===== config.mk =====
export PLATFORM = sky130hd
export DESIGN_NAME = load_store_unit
export DESIGN_NICKNAME = d
export VERILOG_FILES = /design/src/rtl/load_store_unit.sv
export SDC_FILE = /design/constraint.sdc
export NUM_CORES = 1
export LEC_CHECK = 0
export ABC_AREA = 1
export CAP_MARGIN = 20
export CORE_MARGIN = 2
export CORE_UTILIZATION = 40
export CTS_BUF_LIST = sky130_fd_sc_hd__clkbuf_4 sky130_fd_sc_hd__clkbuf_8
export DETAILED_ROUTE_END_ITERATION = 7
export GPL_TIMING_DRIVEN = 0
export PLACE_DENSITY = 0.67
export SLEW_MARGIN = 20
export SYNTH_ARGS = -nofsm -noshare
export SYNTH_HDL_FRONTEND = slang
export SYNTH_SLANG_ARGS = --single-unit

===== constraint.sdc =====
create_clock -name clock -period 4 [get_ports clock]
set_input_delay 0.4 -clock clock [delete_from_list [all_inputs] [get_ports clock]]
set_output_delay 0.4 -clock clock [all_outputs]
set_load 0.03 [all_outputs]

===== src/rtl/load_store_unit.sv =====
// Memory-access stage: posts stores into an in-order store buffer that drains through write
// port 1, and serves loads from read port 1 with store-to-load forwarding from that buffer.
module load_store_unit #(
  parameter int unsigned SB_DEPTH = 4,
  parameter int unsigned ADDR_W   = 9,
  parameter int unsigned DATA_W   = 16,
  parameter int unsigned TAG_W    = 4
) (
  input  logic                        clock,
  input  logic                        reset,
  input  logic                        req_valid,
  output logic                        req_ready,
  input  logic                        req_write,
  input  logic [ADDR_W-1:0]           req_addr,
  input  logic [DATA_W-1:0]           req_wdata,
  input  logic [TAG_W-1:0]            req_tag,
  output logic                        resp_valid,
  output logic [DATA_W-1:0]           resp_data,
  output logic [TAG_W-1:0]            resp_tag,
  output logic [ADDR_W-1:0]           mem_rd_addr,
  input  logic [DATA_W-1:0]           mem_rd_data,
  input  logic                        mem_wr_grant,
  output logic [ADDR_W-1:0]           mem_wr_addr,
  output logic [DATA_W-1:0]           mem_wr_data,
  output logic                        mem_wr_enable,
  output logic [$clog2(SB_DEPTH):0]   sb_count,
  output logic                        sb_empty
);

  localparam int unsigned PtrW = $clog2(SB_DEPTH);
  localparam int unsigned CntW = PtrW + 1;

  logic [ADDR_W-1:0] addr_q [SB_DEPTH];
  logic [DATA_W-1:0] data_q [SB_DEPTH];
  logic [SB_DEPTH-1:0] valid_q, valid_d;

  logic [PtrW-1:0] head_q, head_d;
  logic [PtrW-1:0] tail_q, tail_d;
  logic [CntW-1:0] count_q, count_d;

  logic              resp_valid_q;
  logic [DATA_W-1:0] resp_data_q, resp_data_d;
  logic [TAG_W-1:0]  resp_tag_q, resp_tag_d;

  logic accept;
  logic push;
  logic load;
  logic drain;

  logic              fwd_hit;
  logic [DATA_W-1:0] fwd_data;
  logic [PtrW-1:0]   fwd_idx;
  logic [DATA_W-1:0] load_data;

  // A separate occupancy count keeps full and empty exact when head == tail.
  assign sb_count      = count_q;
  assign sb_empty      = (count_q == '0);
  assign req_ready     = (count_q < CntW'(SB_DEPTH));
  assign accept        = req_valid && req_ready;
  assign push          = accept && req_write;
  assign load          = accept && !req_write;
  assign drain         = !sb_empty && mem_wr_grant;

  assign mem_rd_addr   = req_addr;
  assign mem_wr_enable = drain;
  assign mem_wr_addr   = addr_q[head_q];
  assign mem_wr_data   = data_q[head_q];

  assign resp_valid    = resp_valid_q;
  assign resp_data     = resp_data_q;
  assign resp_tag      = resp_tag_q;

  // Walk oldest to youngest so the last hit (closest to tail) wins. Valid entries are
  // contiguous from head, and a draining entry stays valid until the edge.
  always_comb begin
    fwd_hit  = 1'b0;
    fwd_data = '0;
    fwd_idx  = '0;
    for (int i = 0; i < int'(SB_DEPTH); i++) begin
      fwd_idx = head_q + PtrW'(i);
      if (valid_q[fwd_idx] && (addr_q[fwd_idx] == req_addr)) begin
        fwd_hit  = 1'b1;
        fwd_data = data_q[fwd_idx];
      end
    end
  end

  assign load_data = fwd_hit ? fwd_data : mem_rd_data;

  always_comb begin
    head_d      = head_q;
    tail_d      = tail_q;
    count_d     = count_q;
    valid_d     = valid_q;
    resp_data_d = resp_data_q;
    resp_tag_d  = resp_tag_q;

    if (push) begin
      valid_d[tail_q] = 1'b1;
      tail_d          = tail_q + 1'b1;
    end
    // Push never targets the head slot while it is draining: that would need a full buffer.
    if (drain) begin
      valid_d[head_q] = 1'b0;
      head_d          = head_q + 1'b1;
    end

    unique case ({push, drain})
      2'b10:   count_d = count_q + 1'b1;
      2'b01:   count_d = count_q - 1'b1;
      default: count_d = count_q;
    endcase

    if (load) begin
      resp_data_d = load_data;
      resp_tag_d  = req_tag;
    end
  end

  always_ff @(posedge clock or negedge reset) begin
    if (!reset) begin
      head_q       <= '0;
      tail_q       <= '0;
      count_q      <= '0;
      valid_q      <= '0;
      resp_valid_q <= 1'b0;
      resp_data_q  <= '0;
      resp_tag_q   <= '0;
    end else begin
      head_q       <= head_d;
      tail_q       <= tail_d;
      count_q      <= count_d;
      valid_q      <= valid_d;
      resp_valid_q <= load;
      resp_data_q  <= resp_data_d;
      resp_tag_q   <= resp_tag_d;
    end
  end

  // Payload storage needs no reset; valid bits gate every use.
  always_ff @(posedge clock) begin
    if (push) begin
      addr_q[tail_q] <= req_addr;
      data_q[tail_q] <= req_wdata;
    end
  end

  a_count_bound: assert property (@(posedge clock) disable iff (!reset)
    count_q <= CntW'(SB_DEPTH));
  a_valid_matches_count: assert property (@(posedge clock) disable iff (!reset)
    $countones(valid_q) == int'(count_q));
  a_no_drain_when_empty: assert property (@(posedge clock) disable iff (!reset)
    mem_wr_enable |-> !sb_empty);

endmodule


# After elaboration in Yosys (flattened, before gate mapping)
# Memories as Yosys holds them, arrays and structs flattened.
# Cells that the tools add are included.
[classes]
add_sub_neg = 6
order_cmp = 8
eq_ne = 6
mux = 26
bitwise_logic = 3
n_reduce_logical = 14
[op_table]
columns = ["operator", "n"]
rows = [
  ["two-way mux 16 bit", 5],
  ["equality test 9 bit", 4],
  ["< comparator 2 x 3 -> 1 bit, second input constant", 5],
  ["two-way mux 1 bit", 12],
  ["logical AND 1 bit", 10],
  ["binary-select mux 1 bit (select 2 bit)", 4],
  ["two-way mux 4 bit", 2],
  ["case mux 3 bit (2 select lines)", 1],
  ["adder 2 x 1 -> 2 bit, second input constant", 2],
  ["adder 2 bit, second input constant", 2],
  ["AND 4 bit", 1],
  ["demux 1 bit (select 2 bit)", 2],
  ["greater-or-equal comparator 2 x 1 -> 1 bit, second input constant", 2],
  ["NOT 4 bit", 1],
  ["OR 4 bit", 1],
  ["adder 3 x 1 -> 3 bit, second input constant", 1],
  ["zero test 3 bit", 1],
  ["< comparator 3 bit, second input constant", 1],
  ["subtractor 3 x 1 -> 3 bit, second input constant", 1],
  ["equality test 2 x 1 -> 1 bit, second input constant", 1],
  ["equality test 2 bit, second input constant", 1],
  ["zero test 1 bit", 2],
  ["nonzero test 2 bit", 1],
]
[totals]
regBits = 32
ram_bits = 100
input_bits = 50
out_inout_bits = 61
n_memories = 2
[mem_list]
columns = ["memory", "words", "width", "read_ports", "rd_clocked_by_memory_dff", "write_ports", "line", "source"]
rows = [
  ["data_q", 4, 16, 4, 0, 1, "34", "logic [DATA_W-1:0] data_q [SB_DEPTH];"],
  ["addr_q", 4, 9, 4, 0, 1, "33", "logic [ADDR_W-1:0] addr_q [SB_DEPTH];"],
]

# Depth between registers and ports, before layout
[depth]
word_depth = 8
mapped_depth = 22
mapped_depth_nobuf = 17

# Worst setup path after synthesis
# OpenSTA, ideal clock, no wires.
[synth_timing]
path_kind = "register to register"
from = "register head_q[1]"
to = "register resp_data_q[1], in the netlist resp_data[1]"
setup_ns = 0.073
arrival_time_ns = 3.119
path_slack_ns = 0.808
path_stages_with_launch = 22
path_buffers = 7
period_less_slack_ns = 3.192
path_cell_list = "dfrtp_1 buf_4 inv_2 buf_2 buf_1 ha_1 buf_2 inv_2 buf_4 nand3_1 nand3_1 nand2_1 nor2_1 nand3_1 nor2_4 nor2_2 and2_4 buf_6 buf_6 nor2_1 nand2_1 a21oi_2"
[synth_between]
elab_chain_len = 8
[synth_rtl]
columns = ["element", "line", "source"]
rows = [
  ["from (decl)", "37", "logic [PtrW-1:0] head_q, head_d;"],
  ["from (signal assigned)", "122", "head_q <= '0;"],
  ["from (signal assigned)", "130", "head_q <= head_d;"],
  ["adder 2 x 1 -> 2 bit (tied with other cells)", "80", "fwd_idx = head_q + PtrW'(i);"],
  ["memory read (4 x 9 bit) (tied with other cells)", "--", ""],
  ["equality test 9 bit (tied with other cells)", "81", "if (valid_q[fwd_idx] && (addr_q[fwd_idx] == req_addr)) begin"],
  ["logical AND 1 bit (tied with other cells)", "81", ""],
  ["two-way mux 16 bit or two-way mux 1 bit (tied branches) (3 in a row)", "81", ""],
  ["two-way mux 16 bit (*)", "88", "assign load_data = fwd_hit ? fwd_data : mem_rd_data;"],
  ["to (signal assigned)", "135", "resp_data_q <= resp_data_d;"],
  ["to (decl)", "42", "logic [DATA_W-1:0] resp_data_q, resp_data_d;"],
]
# Every way passes the cells marked *; elsewhere a longest branch is shown, timed or not. The select of a mux whose other input is x is not followed.
# A chain may end at the register's enable or synchronous reset.

# Worst setup path after layout
[layout_timing]
from = "register head_q[1]"
to = "register resp_data_q[12], in the netlist resp_data[12]"
# The elaborated chain is that of the path after synthesis.

==> summary.md <==
| Metric | Value |
|---|---|
| CTS clk-pin slew, worst paths | 0.08 ns |
| Critical Path Stages | 20 |
| Outcome | finished clean |
| Cell-by-cell trace of the critical path | buf_4 -> inv_4 -> buf_6 -> buf_4 -> ha_1 -> buf_2 -> inv_4 -> buf_4 -> nand3_1 -> nand3_1 -> nand4_1 -> nor2_1 -> inv_1 -> nor2_1 -> inv_1 -> clkbuf_2 -> nor3_1 -> nor2_2 -> nand2_1 -> a21oi_1 |
| Worst-margin pin slew | 0.901 ns |
| Largest net degree at the start of global routing | 32 |
| Period Utilization, post-route | 95.8% |
| Pre-antenna DRT Iters | 7 |
| Synth top cells by count | nand2_1 (304), nand3_1 (139), edfxtp_1 (100), inv_1 (89), mux2i_1 (80) |
| M1 wire length | 10.8 mm |
| First-pass GRT wire length | 37.9 mm |
| R2r setup slk | 0.17 ns |
| DIE AREA | 22200 um^2 |
| IO Port Bufs | 110 |
| H-Tree Depth | 4 |
| Seq/Total Area, Yosys | 45.3% |
| Critical path fanouts, max | 11 |
| Crit Path Category | reg2reg |
| Peak supply drop | 348 uV |
| Top achievable clock speed | 261 MHz |
| Clock latency on the worst-skew pair | 0.47 ns |
| RSZ-0062 raised after global routing | no |
| Vias per cell | 5.30 |
| Distinct cells, synth | 30 |
| Worst Path Required | 4.36 ns |
| Slew margin rel. | 39.9% |
| Crit path arrival time | 4.19 ns |
| Via count | 7695 |
| Cell with the most instances after synthesis | nand2_1 |
| CP max stage cell | dfrtp_1 |
| Maxcap violations | 0 |
| Hold/Removal Path Class | in2async |
| Warnings from Yosys | 0 |
| Slew Viols, Final | 0 |
| Worst Path Buf+Inv | 10 |
| FF-to-FF path depth | 20 |
| Post-layout nets | 1224 |
| Register area | 3800 um^2 |
| Top cells by area, synth | edfxtp_1 (36%), nand2_1 (14%), dfrtp_1 (9.5%), mux2i_1 (9.5%), nand3_1 (8.3%) |
| Fin. Hold Viols | 0 |
| Cells after synthesis | 1028 |
| Root buffer cell | clkbuf_8 |
| Top sig layer | met4 |
| All-Layer GR Usage | 22.6% |
| Final Util | 50.3% |
| Clk_skew | 0.0140 ns |
| Final setup viols | 0 |
| Sink Count | 132 |
| Die X | 149 um |
| P_leak | 4.88 nW |
| RR Endpoint | resp_data[12]$_DFFE_PN0P_ |
| Critical Path Start | head_q[1]$_DFFE_PN0P_ |
| Post-synth EDFFs | 100 |
| Final hold slack | 0.265 ns |
| Starting Density | 40.3% |
| Area occupied by multi-input gates | 3890 um^2 |
| Main synth FF type | edfxtp_1 |
| GPL Wtd Cong | 0.920 |
| Fin crit period | 3.83 ns |
| GRT overflow | 0 |
| Drc violations | 0 |
| Vias in the first global route | 7038 |
| I/O pins | 111 |
| CTS Buffer Depth | 2 |
| P&R area growth vs syn | 24.6% |
| DRT iter0 DRCs | 859 |
| Filler Cell Count | 1980 |
| Critical Path Most Common Cell | buf_4 |
| Total Wirelength | 25.1 mm |
| P per Cell Area | 771 nW/um^2 |
| Share of cells above drive strength 1 | 10.5% |
| Post-DR wirelength/cell | 17.3 um |
| Syn_nets | 1088 |
| Routed Antenna Nets | 0 |
| Setup crit end | resp_data[12]$_DFFE_PN0P_ |
| Die Span Y | 149 um |
| Syn Area/Cell | 8.17 um^2 |
| Antenna violations before repair | 0 |
| Yosys top cell area share | 35.8% |
| Routed met2 length | 11.3 mm |
| Fin area | 10500 um^2 |
| Metal3 WL | 2.09 mm |
| Mapped Area | 8400 um^2 |
| Post-DP HPWL | 17.7 mm |
| Crit path largest cell delay | 0.41 ns |
| Crit. End Element | flip-flop |
| Top cell type by total area after synthesis | edfxtp_1 |
| DP Area | 10000 um^2 |
| CP top delay family | buffers and inverters |
| Post-synth ARST share | 24.2% |
| TritonCTS clock tree | done |
| Setup crit start kind | flip-flop |
| Core Region | 20800 um^2 |
| Register bit total from synthesis | 132 |
| Cts bufs inserted | 17 |
| Site Rows | 53 |
| R2r startpoint | head_q[1]$_DFFE_PN0P_ |
| ANT cells | 0 |
-- registers in the layout (all words and copies together), names as in the netlist --
name	cells
addr_q	36
data_q	64
head_q	2
resp_data	16
resp_tag	4
resp_valid	1
sb_count	3
tail_q	2
valid_q	4
-- report_power, final --
group	switching (mW)	internal, mW
registers	0.129	1.70
clock network	0.546	0.691
logic	3.21	1.80
total	3.88	4.19
-- worst min path at each step --
stage / to
6_report: resp_tag[3]$_DFFE_PN0P_
5_1_grt: resp_tag[3]$_DFFE_PN0P_
4_1_cts: resp_tag[3]$_DFFE_PN0P_
3_5_place_dp: resp_tag[3]$_DFFE_PN0P_
3_3_place_gp: resp_tag[0]$_DFFE_PN0P_
2_1_floorplan: head_q[0]$_DFFE_PN0P_
-- stage by stage --
stage	instances	worst slack (ns)	setup TNS (ns)	power [mW]
after global routing	1452	0.00273	0	8.54
after detailed placement	1418	-0.578	-7.85	6.75
after global placement	1413	-0.559	-7.73	6.66
after CTS	1452	0.00904	0	8.00
final	1452	0.168	0	8.08
after floorplan	1028	0.808	0	5.14
-- per-layer routing --
metal,GRT usage [%],up-vias
met1,31.1,3565
met2,34.7,380
met5,0,-
met3,3.55,68
li1,-,3682
met4,10.9,0
-- area by class of cell --
class | count | share of cell area [%]
plain buffers | 62 | 3.74
clock inverters | 13 | 1.74
well taps | 275 | 3.29
inverters | 93 | 3.43
clock buffers | 19 | 2.38
multi-input cells | 741 | 37.2
repair buffers | 117 | 11.9
flip-flops and latches | 132 | 36.3
-- logic make-up (layout without fill, tap and decap cells) --
| logic type | Yosys count | after routing | synth area share (%) |
|---|---|---|---|
| xor gates and xnor gates | 9 | 9 | 0.939 |
| AOI/OAI and AO/OA | 80 | 80 | 5.42 |
| DFF | 132 | 132 | 45.3 |
| adders and majority gates | 10 | 10 | 1.58 |
| and+or+nand+nor | 562 | 562 | 28.5 |
| buffers and inverters | 155 | 304 | 8.70 |
| muxes | 80 | 80 | 9.53 |
-- repair_timing --
action | 4_1_cts | 5_1_grt
gates resized for setup | 4 | 9
endpoints found under the setup margin | 16 | 16
hold buffers | 1 | 0
endpoints found under the hold margin | 32 | 0
pin swaps | 1 | 0
setup buffers | 1 | 0
-- layout by cell type, fill, tap and decap left out, types with 2 or more instances in the layout --
master and count:
clkbuf_2 2, nand4_1 2, a21oi_1 32, nor2_2 7, clkbuf_1 14, clkdlybuf4s50_1 109, o21ai_1 2, clkinv_4 3
mux2i_1 80, clkbuf_4 2, clkinvlp_4 2, buf_16 4, buf_2 18, o21ai_0 26, buf_6 9, clkinv_1 2
clkbuf_8 17, edfxtp_1 100, bufinv_16 4, inv_6 2, dfrtp_1 32, inv_4 2, inv_1 88, nand2_1 304
nand3_1 139, nor3_1 17, or2_2 16, inv_2 2, xor2_1 8, o211ai_1 16, buf_1 2, buf_4 19
nor2_4 7, nor2_1 68, ha_1 9, a21oi_2 4
(Power assumes the default switching activity.)
